File: config.mk
export PLATFORM = sky130hd
export DESIGN_NAME = fetch_ctrl
export DESIGN_NICKNAME = d
export VERILOG_FILES = /design/src/rtl/fetch_ctrl_pkg.sv /design/src/rtl/fetch_perf_cnt.sv /design/src/rtl/fetch_ctrl.sv
export SDC_FILE = /design/constraint.sdc
export NUM_CORES = 1
export LEC_CHECK = 0
export ABC_AREA = 0
export CAP_MARGIN = 15
export CORE_MARGIN = 3
export CORE_UTILIZATION = 36
export CTS_BUF_LIST = sky130_fd_sc_hd__clkbuf_4
export DETAILED_ROUTE_END_ITERATION = 16
export PLACE_DENSITY = 0.79
export SYNTH_ARGS = -nofsm -noshare
export SYNTH_HDL_FRONTEND = slang
export SYNTH_SLANG_ARGS = --single-unit
File: constraint.sdc
create_clock -name clock -period 1.8 [get_ports clock]
set_input_delay 0.27 -clock clock [delete_from_list [all_inputs] [get_ports clock]]
set_output_delay 0.27 -clock clock [all_outputs]
set_load 0.005 [all_outputs]
File: src/rtl/fetch_ctrl_pkg.sv
// Shared definitions for the fetch sequencer: state encoding, PC alignment mask and
// the default instruction width (also used by the decode hazard logic).
`timescale 1ns/1ps
package fetch_ctrl_pkg;

  typedef enum logic [1:0] {
    IDLE  = 2'd0,
    REQ   = 2'd1,
    HOLD  = 2'd2,
    DRAIN = 2'd3
  } fetch_state_e;

  localparam int unsigned ALIGN_MASK    = 3;
  localparam int unsigned DEF_INST_BITS = 32;

endpackage

File: src/rtl/fetch_perf_cnt.sv
// 16-bit saturating event counter with synchronous clear; used for fetch statistics.
`timescale 1ns/1ps
module fetch_perf_cnt (
  input  logic        clock,
  input  logic        clear,
  input  logic        inc,
  output logic [15:0] count
);

  logic [15:0] cnt_q;
  logic [15:0] cnt_d;

  always_comb begin
    cnt_d = cnt_q;
    if (clear) begin
      cnt_d = 16'h0000;
    end else if (inc && (cnt_q != 16'hFFFF)) begin
      cnt_d = cnt_q + 16'h0001;
    end
  end

  always_ff @(posedge clock) begin
    cnt_q <= cnt_d;
  end

  assign count = cnt_q;

endmodule

File: src/rtl/fetch_ctrl.sv
// Fetch sequencer: one memory request per PC, redirect/drain handling, decode stall hold.
// Optional FETCH_PERF_EN adds saturating fetch/flush/stall event counters.
`timescale 1ns/1ps
module fetch_ctrl
  import fetch_ctrl_pkg::*;
#(
  parameter int ADDRESS_BITS = 16,
  parameter int INST_BITS    = DEF_INST_BITS
) (
  input  logic                    clock,
  input  logic                    reset,
  input  logic [ADDRESS_BITS-1:0] pc_in,
  input  logic                    redirect_valid,
  input  logic [ADDRESS_BITS-1:0] redirect_target,
  input  logic                    stall,
  input  logic                    mem_ack,
  input  logic [INST_BITS-1:0]    mem_rdata,
  output logic                    mem_req,
  output logic [ADDRESS_BITS-1:0] mem_addr,
  output logic                    pc_advance,
  output logic                    next_PC_select,
  output logic [ADDRESS_BITS-1:0] target_PC,
  output logic                    inst_valid,
  output logic [INST_BITS-1:0]    inst_out,
`ifdef FETCH_PERF_EN
  output logic [15:0]             perf_fetch_cnt,
  output logic [15:0]             perf_flush_cnt,
  output logic [15:0]             perf_stall_cnt,
`endif
  output logic [ADDRESS_BITS-1:0] inst_pc
);

  localparam logic [ADDRESS_BITS-1:0] LOW_MASK = ADDRESS_BITS'(ALIGN_MASK);

  fetch_state_e            state_q, state_d;
  logic                    mem_req_q, mem_req_d;
  logic [ADDRESS_BITS-1:0] mem_addr_q, mem_addr_d;
  logic                    inst_valid_q, inst_valid_d;
  logic [INST_BITS-1:0]    inst_out_q, inst_out_d;
  logic [ADDRESS_BITS-1:0] inst_pc_q, inst_pc_d;
  logic [ADDRESS_BITS-1:0] target_aligned;
  logic                    accept;

  assign target_aligned = redirect_target & ~LOW_MASK;
  assign accept         = (state_q == REQ) && mem_ack && !redirect_valid;

  always_comb begin
    state_d        = state_q;
    mem_addr_d     = mem_addr_q;
    inst_valid_d   = inst_valid_q;
    inst_out_d     = inst_out_q;
    inst_pc_d      = inst_pc_q;
    pc_advance     = 1'b0;
    next_PC_select = 1'b0;
    target_PC      = '0;

    if (redirect_valid) begin
      pc_advance     = 1'b1;
      next_PC_select = 1'b1;
      target_PC      = target_aligned;
      inst_valid_d   = 1'b0;
      // Without an ack the old request is still in flight and must be drained first.
      if ((state_q == REQ || state_q == DRAIN) && !mem_ack) begin
        state_d = DRAIN;
      end else begin
        mem_addr_d = target_aligned;
        state_d    = REQ;
      end
    end else begin
      case (state_q)
        IDLE: begin
          mem_addr_d = pc_in;
          state_d    = REQ;
        end
        REQ: begin
          if (mem_ack) begin
            inst_out_d   = mem_rdata;
            inst_pc_d    = mem_addr_q;
            inst_valid_d = 1'b1;
            pc_advance   = 1'b1;
            state_d      = HOLD;
          end
        end
        HOLD: begin
          if (!stall) begin
            inst_valid_d = 1'b0;
            mem_addr_d   = pc_in;
            state_d      = REQ;
          end
        end
        DRAIN: begin
          if (mem_ack) begin
            mem_addr_d = pc_in;
            state_d    = REQ;
          end
        end
        default: state_d = IDLE;
      endcase
    end

    mem_req_d = (state_d == REQ) || (state_d == DRAIN);
  end

  always_ff @(posedge clock) begin
    if (!reset) begin
      state_q      <= IDLE;
      mem_req_q    <= 1'b0;
      mem_addr_q   <= '0;
      inst_valid_q <= 1'b0;
      inst_out_q   <= '0;
      inst_pc_q    <= '0;
    end else begin
      state_q      <= state_d;
      mem_req_q    <= mem_req_d;
      mem_addr_q   <= mem_addr_d;
      inst_valid_q <= inst_valid_d;
      inst_out_q   <= inst_out_d;
      inst_pc_q    <= inst_pc_d;
    end
  end

  assign mem_req    = mem_req_q;
  assign mem_addr   = mem_addr_q;
  assign inst_valid = inst_valid_q;
  assign inst_out   = inst_out_q;
  assign inst_pc    = inst_pc_q;

`ifdef FETCH_PERF_EN
  fetch_perf_cnt u_fetch_cnt (
    .clock (clock),
    .clear (!reset),
    .inc   (accept),
    .count (perf_fetch_cnt)
  );

  fetch_perf_cnt u_flush_cnt (
    .clock (clock),
    .clear (!reset),
    .inc   (redirect_valid),
    .count (perf_flush_cnt)
  );

  fetch_perf_cnt u_stall_cnt (
    .clock (clock),
    .clear (!reset),
    .inc   ((state_q == HOLD) && stall),
    .count (perf_stall_cnt)
  );
`else
  logic unused_accept;
  assign unused_accept = accept;
`endif

endmodule

### Word level (Yosys, flattened, before mapping)

Index checks and enable logic that the tools add are counted.

| storage, ports and cells | value |
|---|---|
| flip-flop bits (word level) | 68 |
| bits of input ports | 69 |
| logic and storage cells | 48 |

| cells by class | value |
|---|---|
| equality and inequality tests | 10 |
| muxes and demuxes | 19 |
| bitwise operators | 2 |
| reductions and logical operators | 11 |

Operator list:

| kind | number |
|---|---|
| $mux 16 | 5 |
| $pmux 16 s3 | 1 |
| $mux 2 | 5 |
| $pmux 2 s4 | 1 |
| $eq 2x2->1 const B | 3 |
| $mux 1 | 6 |
| $ne 2x2->1 const B | 3 |
| $ne 3x3->1 const B | 2 |
| $reduce_and 3->1 | 2 |
| $eq 2x1->1 const B | 2 |
| $reduce_and 4->1 | 1 |
| $reduce_bool 4->1 | 1 |
| $logic_not 2->1 | 1 |
| $logic_or 1x1->1 | 2 |
| $not 1->1 | 2 |
| $pmux 1 s2 | 1 |
| $reduce_bool 2->1 | 1 |
| $reduce_or 2->1 | 1 |
| $logic_and 1x1->1 | 1 |
| $logic_not 1->1 | 1 |

### Depth between registers and ports, before layout

Gate-level depths: netlist of run 1.

| logic depth | value |
|---|---|
| depth in word-level cells | 7 |
| mapped depth | 8 |
| gate-level depth less buffers | 6 |

### Least setup slack after synthesis of run 1

OpenSTA, ideal clock, no wires.

| timing path | value |
|---|---|
| kind | register to register |
| start | register state_q[0] |
| end | register mem_addr_q[10] (netlist: mem_addr[10]) |
| data arrival time | 1,612 ps |
| data required time | 1,719 ps |
| path slack | 107 ps |
| cell stages (with the launch flop) | 9 |
| buffers on the path | 2 |
| clock period less this slack | 1,693 ps |
| cells stage by stage | dfxtp_1 inv_1 ha_1 nand2b_1 o32a_4 and2_4 buf_6 buf_6 a211oi_2 |

| between the ends | value |
|---|---|
| word-level cells in the longest chain between the ends | 5 |
| elaborated cells on any way between the ends | 13 |
| those cells by class | eq/ne (6); mux (2); reduce/logical (5) |

RTL lines:

| item | RTL line | RTL |
|---|---|---|
| start: declaration | fetch_ctrl.sv:35 | `fetch_state_e state_q, state_d;` |
| start signal: assignment | fetch_ctrl.sv:113 | `state_q <= state_d;` |
| $eq 2x1->1 / $eq 2x2->1 (equally long branches) | fetch_ctrl.sv:63, fetch_ctrl.sv:70 |  |
| $logic_or 1x1->1 | fetch_ctrl.sv:63 | `if ((state_q == REQ \|\| state_q == DRAIN) && !mem_ack) begin` |
| $logic_and 1x1->1 | fetch_ctrl.sv:63 |  |
| $ne 2x2->1 (no source line) | -- |  |
| $reduce_and 4->1 (no source line) | -- |  |
| end signal: assignment | fetch_ctrl.sv:115 | `mem_addr_q <= mem_addr_d;` |
| end: declaration | fetch_ctrl.sv:37 | `logic [ADDRESS_BITS-1:0] mem_addr_q, mem_addr_d;` |

Several ways; a longest one is shown, not always the timed one.
A chain may end at the register's enable or synchronous reset.

### Worst setup path after layout of run 1

| timing path | value |
|---|---|
| start | register state_q[1] |
| end | register mem_addr_q[1] (netlist: mem_addr[1]) |

Same word-level chain as after synthesis.

==> impl_results.md, run 1 <==
- Mapped cell area: 2740 µm²
- Slew Viols, Final: 0
- Sequential share of power: 47.6%
- Fin area: 4660 µm²
- Area share of the largest cell type after synthesis: 48.9%
- Max IR drop VDD: 356 µV
- Most frequent cells in the layout: clkdlybuf4s50_1, nand2_1, a21oi_1
- Pwr/cell area: 726 nW/µm²
- Placed cell areas: 4490 µm²
- Clk Tree Root Cell: clkbuf_4
- Area of the multi-input gates: 1260 µm²
- Core area: 7330 µm²
- Min Hold Slack: 421 ps
- Iter 0 DRT Violations: 91
- WP data arrival: 1950 ps
- Commonest non-fill, non-tap cell in the layout: clkdlybuf4s50_1
- Tot GR Track Use: 19.4%
- Outcome: finished, final reports clean
- Synthesized instance count: 337
- Worst-path fanout max: 16
- Psw: 0.000847 W
- Die area: 8700 µm²
- Final setup vio count: 0
- Setup_tns: 0 ps
- DP HPWL: 6160 µm
- CTS tree: done
- Io pins: 153
- Kind of critical path: flop to flop
- Drt first pass iters: 4
- Critical path required time: 2080 ps
- CTS buffer count: 9
- Number of global-route vias before repair: 2816
- RSZ-0062 raised after global routing: false
- Sequential-to-total area share from yosys stat: 48.9%
- Crit start category: flop
- Clock tree buffer depth: 2
- Routed Antenna Nets: 0
- Initial antenna violation count: 0
- WL final: 8200 µm
- Via density per instance: 4.80
- Synth area leaders: dfxtp_1, a21oi_1, nand2_1
- Hold_buf cts: 0
- Htree depth: 3
- Nets: 571
- Fmax: 0.600 GHz
- P_leak: 1.72 nW
- Clock transition at path regs: 110 ps
- Flops & latches, synth: 67
- Global-route wire length before repair: 13600 µm
- Logic gate share of total power: 20.4%
- Int Pwr: 0.00253 W
- R2R Setup Slk: 130 ps
- Die X: 93.3 µm
- Number of port buffers: 148
- Row count: 31
- # diodes: 0
- Total power: 0.00338 W
- Critical Path End Type: flop
- Largest net degree at the start of global routing: 33
- Via count: 2887
- Share of cells above drive strength 1: 12.5%
- Global route total overflow: 0
- Wire per inst: 13.7 µm
- Clk sinks: 67
- FF+latch area: 1340 µm²
- Sw Ratio: 25.1%
- Layout Skew: 14.9 ps
- Max cap viols: 0
- Post-Syn Area per Cell: 8.14 µm²
- Initial Util: 37.4%
- Gp weighted congestion: 0.851
- Crit path time final: 1670 ps
- Die Ht: 93.3 µm
- Synth area leader: dfxtp_1
- Final period util: 92.5%
- Type of the worst min-delay path: input pin to flop
- Worst-skew pair later-pin latency: 390 ps
- Final-report hold violation count: 0
- DRC: 0
- Area growth syn-to-layout: 69.9%
- Synth Warn #: 0
- Clock share of power: 32.0%
- Yosys cell types: 31
- Filler cell count: 617
Yosys cell counts:
cell and instances:
o32a_4 1, dfxtp_1 67, nand2b_1 2, clkbuf_1 17
nand3_1 2, buf_6 2, nor2b_1 1, inv_2 2
nor3_1 1, o211ai_1 1, a21oi_1 79, a21o_1 1
a211oi_2 10, conb_1 1, nand2_1 102, a211oi_1 3
inv_1 3, o21ai_0 3, o211a_1 1, o41ai_1 1
buf_1 3, ha_1 5, and2_1 14, buf_4 3
a31oi_1 1, and2_4 1, a41o_1 2, nor2_1 2
buf_2 3, and3_1 2, o21a_1 1
metal layers:
| metal | part of all wire [%] | GRT usage [%] | up-vias |
|---|---|---|---|
| met5 | 0 | 0 | - |
| met3 | 7.4 | 5.55 | 9 |
| met4 | 0.96 | 6.59 | 0 |
| met2 | 50 | 32.3 | 102 |
| li1 | - | - | 1446 |
| met1 | 42 | 23.9 | 1330 |
area by class of cell:
class / count / share of cell area (%)
Timing Repair Buffer: 176 / 37.6
Tap cell: 99 / 2.66
Clock buffer: 9 / 1.45
Sequential cell: 67 / 28.8
Multi-Input combinational cell: 238 / 27.0
Inverter: 5 / 0.403
Clock inverter: 7 / 1.99
metrics by stage:
| step | util (%) | worst slack (ps) | std cells |
|---|---|---|---|
| finish | 63.6 | 135 | 601 |
| global placement | 61.2 | -150 | 584 |
| CTS | 63.6 | 109 | 601 |
| floorplan | - | 107 | 338 |
| detailed placement | 61.2 | -179 | 584 |
| global route | 63.6 | 31.2 | 601 |
power groups by stage:
stage	Clock (W)	Sequential [W]	Combinational, W
after floorplan	0	0.00164	0.000262
after global placement	0	0.00164	0.000679
after detailed placement	0	0.00164	0.000691
after CTS	0.00112	0.00161	0.000696
after global routing	0.00120	0.00162	0.000751
final	0.00108	0.00161	0.000689
registers in the layout (all words and copies together) (netlist names):
| name | cells |
|---|---|
| mem_addr | 16 |
| state_q | 2 |
| inst_valid | 1 |
| inst_pc | 16 |
| inst_out | 32 |
kinds of logic after synthesis:
family                     count (synthesis)  synth area share (%)
and+or+nand+nor                          127                  19.4
DFF                                       67                  48.9
adders and majority gates                  5                  2.28
AOI/OAI and AO/OA                        104                  23.6
other                                      1                 0.137
buffers and inverters                     33                  5.61
worst max-delay path, cell delays in order, from the launching register on:
cell and delay, ps:
dfxtp_2 350, buf_4 140, ha_1 210, nor2_1 190
o32a_4 180, buf_4 210, a21oi_1 100, a41o_1 200
repair_timing:
action                     in CTS  in global routing
gates resized for setup         8                  0
setup endpoints to repair      15                  0
buffers inserted                1                  0
path summary, 6_finish.rpt:
kind                 from            to  cells after the start
max            state_q[1]   mem_addr[1]                      7
min          mem_rdata[2]   inst_out[2]                      3
max reg2reg    state_q[1]   mem_addr[1]                      7
min reg2reg  inst_out[17]  inst_out[17]                      2
Note: power is estimated with default switching activity, not from simulation.
==> run 2: changes to the inputs <==
- CTS_BUF_LIST: sky130_fd_sc_hd__clkbuf_4 -> sky130_fd_sc_hd__clkbuf_4 sky130_fd_sc_hd__clkbuf_8
- SYNTH_HIERARCHICAL: not set -> 1
==> impl_results.md, run 2 <==
- CTS buffer count: 9 (unchanged)
- Largest net degree at the start of global routing: 33 (unchanged)
- Crit start category: input pin
- Final period util: 92.1% (-0.42 points)
- Die X: 93.3 µm (unchanged)
- Type of the worst min-delay path: flop to flop
- Gp weighted congestion: 0.851 (unchanged)
- Fin area: 4720 µm² (+1.3%)
- Global-route wire length before repair: 13700 µm (+0.86%)
- Tot GR Track Use: 19.7% (+0.28 points)
- Clock tree buffer depth: 2 (unchanged)
- Htree depth: 3 (unchanged)
- Initial antenna violation count: 0 (unchanged)
- Area growth syn-to-layout: 72.1%
- Most frequent cells in the layout: clkdlybuf4s50_1, nand2_1, a21oi_1
- Post-Syn Area per Cell: 8.14 µm² (unchanged)
- Fmax: 0.603 GHz (+0.45%)
- DP HPWL: 6160 µm (unchanged)
- Max cap viols: 0 (unchanged)
- Slowest-stage cell, CP: clkdlybuf4s50_1
- Postcts setup bufs: 0 (-1)
- Post-synth EDFFs: 0 (unchanged)
- Number of port buffers: 148 (unchanged)
- Worst-path fanout max: 2 (-14)
- Post_cts resized: 8 (unchanged)
- Flops & latches, synth: 67 (unchanged)
- R2R Setup Slk: 190 ps (+60 ps)
- RSZ-0062 raised after global routing: false
- Worst path top cell family by delay: buffers and inverters
- Via count: 2901 (+0.48%)
- Worst-skew pair later-pin latency: 340 ps (-50 ps)
- WP data arrival: 1390 ps (-560 ps)
- Outcome: finished, final reports clean
- WL final: 8340 µm (+1.6%)
- Die Ht: 93.3 µm (unchanged)
- Drt first pass iters: 4 (unchanged)
- Setup_tns: 0 ps (unchanged)
- Clk sinks: 67 (unchanged)
- Critical Path End Type: output pin
- Synth area leaders: dfxtp_1, a21oi_1, nand2_1
- Iter 0 DRT Violations: 90 (-1.1%)
- Ys flop type: dfxtp_1
- Io pins: 153 (unchanged)
- Clock transition at path regs: 60 ps (-50 ps)
- Layout Skew: 14.2 ps (-0.753 ps)
- Routed Antenna Nets: 0 (unchanged)
- Initial Util: 37.4% (unchanged)
- Async S/R FF share, synth: 0% (unchanged)
- Max IR drop VDD: 397 µV (+12%)
- Die area: 8700 µm² (unchanged)
- Synth area leader: dfxtp_1
- Cell with the most instances after synthesis: nand2_1
- Number of flip-flops in the largest register: 32 (unchanged)
- Pwr/cell area: 781 nW/µm² (+7.7%)
- DRC: 0 (unchanged)
- # diodes: 0 (unchanged)
- Kind of critical path: input pin to output pin
- P_leak: 1.74 nW (+1.4%)
- Crit path time final: 1660 ps (-7.48 ps)
- CP Cell Sequence: clkdlybuf4s50_1, and2_1, clkdlybuf4s50_1
- CP Buf/Inv Count: 2 (unchanged)
- Clk Tree Root Cell: clkbuf_8
- Mapped cell area: 2740 µm² (unchanged)
- Wire per inst: 13.9 µm (+1.8%)
- Number of global-route vias before repair: 2847 (+1.1%)
- Placed cell areas: 4490 µm² (unchanged)
- Crit-path max cell delay: 510 ps (+160 ps)
- Nets: 570 (-0.18%)
- Final-report hold violation count: 0 (unchanged)
- Share of cells above drive strength 1: 12.6% (+0.025 points)
- Synth Warn #: 6 (+6)
- CTS tree: done
- Yosys cell types: 31 (unchanged)
- Global route total overflow: 0 (unchanged)
- Most frequent cell on the critical path: clkdlybuf4s50_1
- Filler cell count: 617 (unchanged)
- Core area: 7330 µm² (unchanged)
- Hold_buf cts: 0 (unchanged)
- Area share of the largest cell type after synthesis: 48.9% (unchanged)
- Slew Viols, Final: 0 (unchanged)
- Critical path required time: 1530 ps (-550 ps)
- Sequential-to-total area share from yosys stat: 48.9% (unchanged)
- Row count: 31 (unchanged)
- Commonest non-fill, non-tap cell in the layout: clkdlybuf4s50_1
- Synth cell count leaders: nand2_1, a21oi_1, dfxtp_1, clkbuf_1, and2_1
- Final setup vio count: 0 (unchanged)
- Via density per instance: 4.84 (+0.65%)
- Synthesized instance count: 337 (unchanged)
[run 2: cell counts after synthesis]
No cell type changed its count.
[run 2: where the power goes]
group / leakage, nW / switching, W / internal, W / total [W]
combinational: 1.08 / 0.000270 / 0.000418 / 0.000688
clock: 0.108 / 0.000570 / 0.000817 / 0.00139
sequential: 0.547 / 0.0000547 / 0.00156 / 0.00161
total: 1.74 / 0.000895 / 0.00279 / 0.00369
[run 2: tightest hold or removal path, delay by kind of cell, from the launching register on]
family | cells | cell delay (ps)
AO/OA/AOI/OAI | 1 | 50
AND/OR/NAND/NOR | 1 | 50
flip-flops | 1 | 310
[run 2: final cells by class]
class | count | area [µm²] | area share (%)
clock buffer | 10 | 138 | 2.92
timing repair buffer | 175 | 1750 | 37.0
multi-input combinational | 238 | 1260 | 26.7
tap | 99 | 124 | 2.62
sequential | 67 | 1340 | 28.5
clock inverter | 6 | 88.8 | 1.88
inverter | 5 | 18.8 | 0.398
[run 2: final timing paths]
path,startpoint,endpoint,depth (start not counted)
hold reg to reg,inst_out[17],inst_out[17],2
hold / removal,inst_out[17],inst_out[17],2
setup reg to reg,state_q[0],mem_addr[1],7
setup / recovery,redirect_target[5],target_PC[5],3
[run 2: metrics by stage]
step           utilization [%]  hold WS (ps)  worst slack [ps]  std cells  total power, W
5_1_grt                   64.4           470              40.4        600         0.00387
6_report                  64.4           454               142        600         0.00369
4_1_cts                   64.4           457               142        600         0.00373
3_3_place_gp              61.2           441              -150        584         0.00232
3_5_place_dp              61.2           446              -179        584         0.00234
2_1_floorplan                -           406               107        338         0.00190
[run 2: cell families (layout without fill, tap and decap cells)]
| kind of cell | after synthesis | after routing | synth area share (%) |
|---|---|---|---|
| AOI/OAI and AO/OA | 104 | 104 | 23.6 |
| adders and majority gates | 5 | 5 | 2.28 |
| DFF | 67 | 67 | 48.9 |
| other | 1 | 2 | 0.137 |
| buffers and inverters | 33 | 196 | 5.61 |
| and+or+nand+nor | 127 | 127 | 19.4 |
[run 2: routing by layer]
metal / up-vias / share of wire, % / global-route usage [%]
li1: 1441 / - / -
met1: 1338 / 42 / 23.9
met2: 106 / 49 / 33.0
met3: 16 / 7.1 / 5.39
met4: 0 / 1.6 / 7.45
met5: - / 0 / 0
==> run 3: changes to the inputs <==
- SKIP_LAST_GASP: not set -> 1
==> results of run 3 <==
No change in the layout: final DEF, timing and power equal those of run 2.
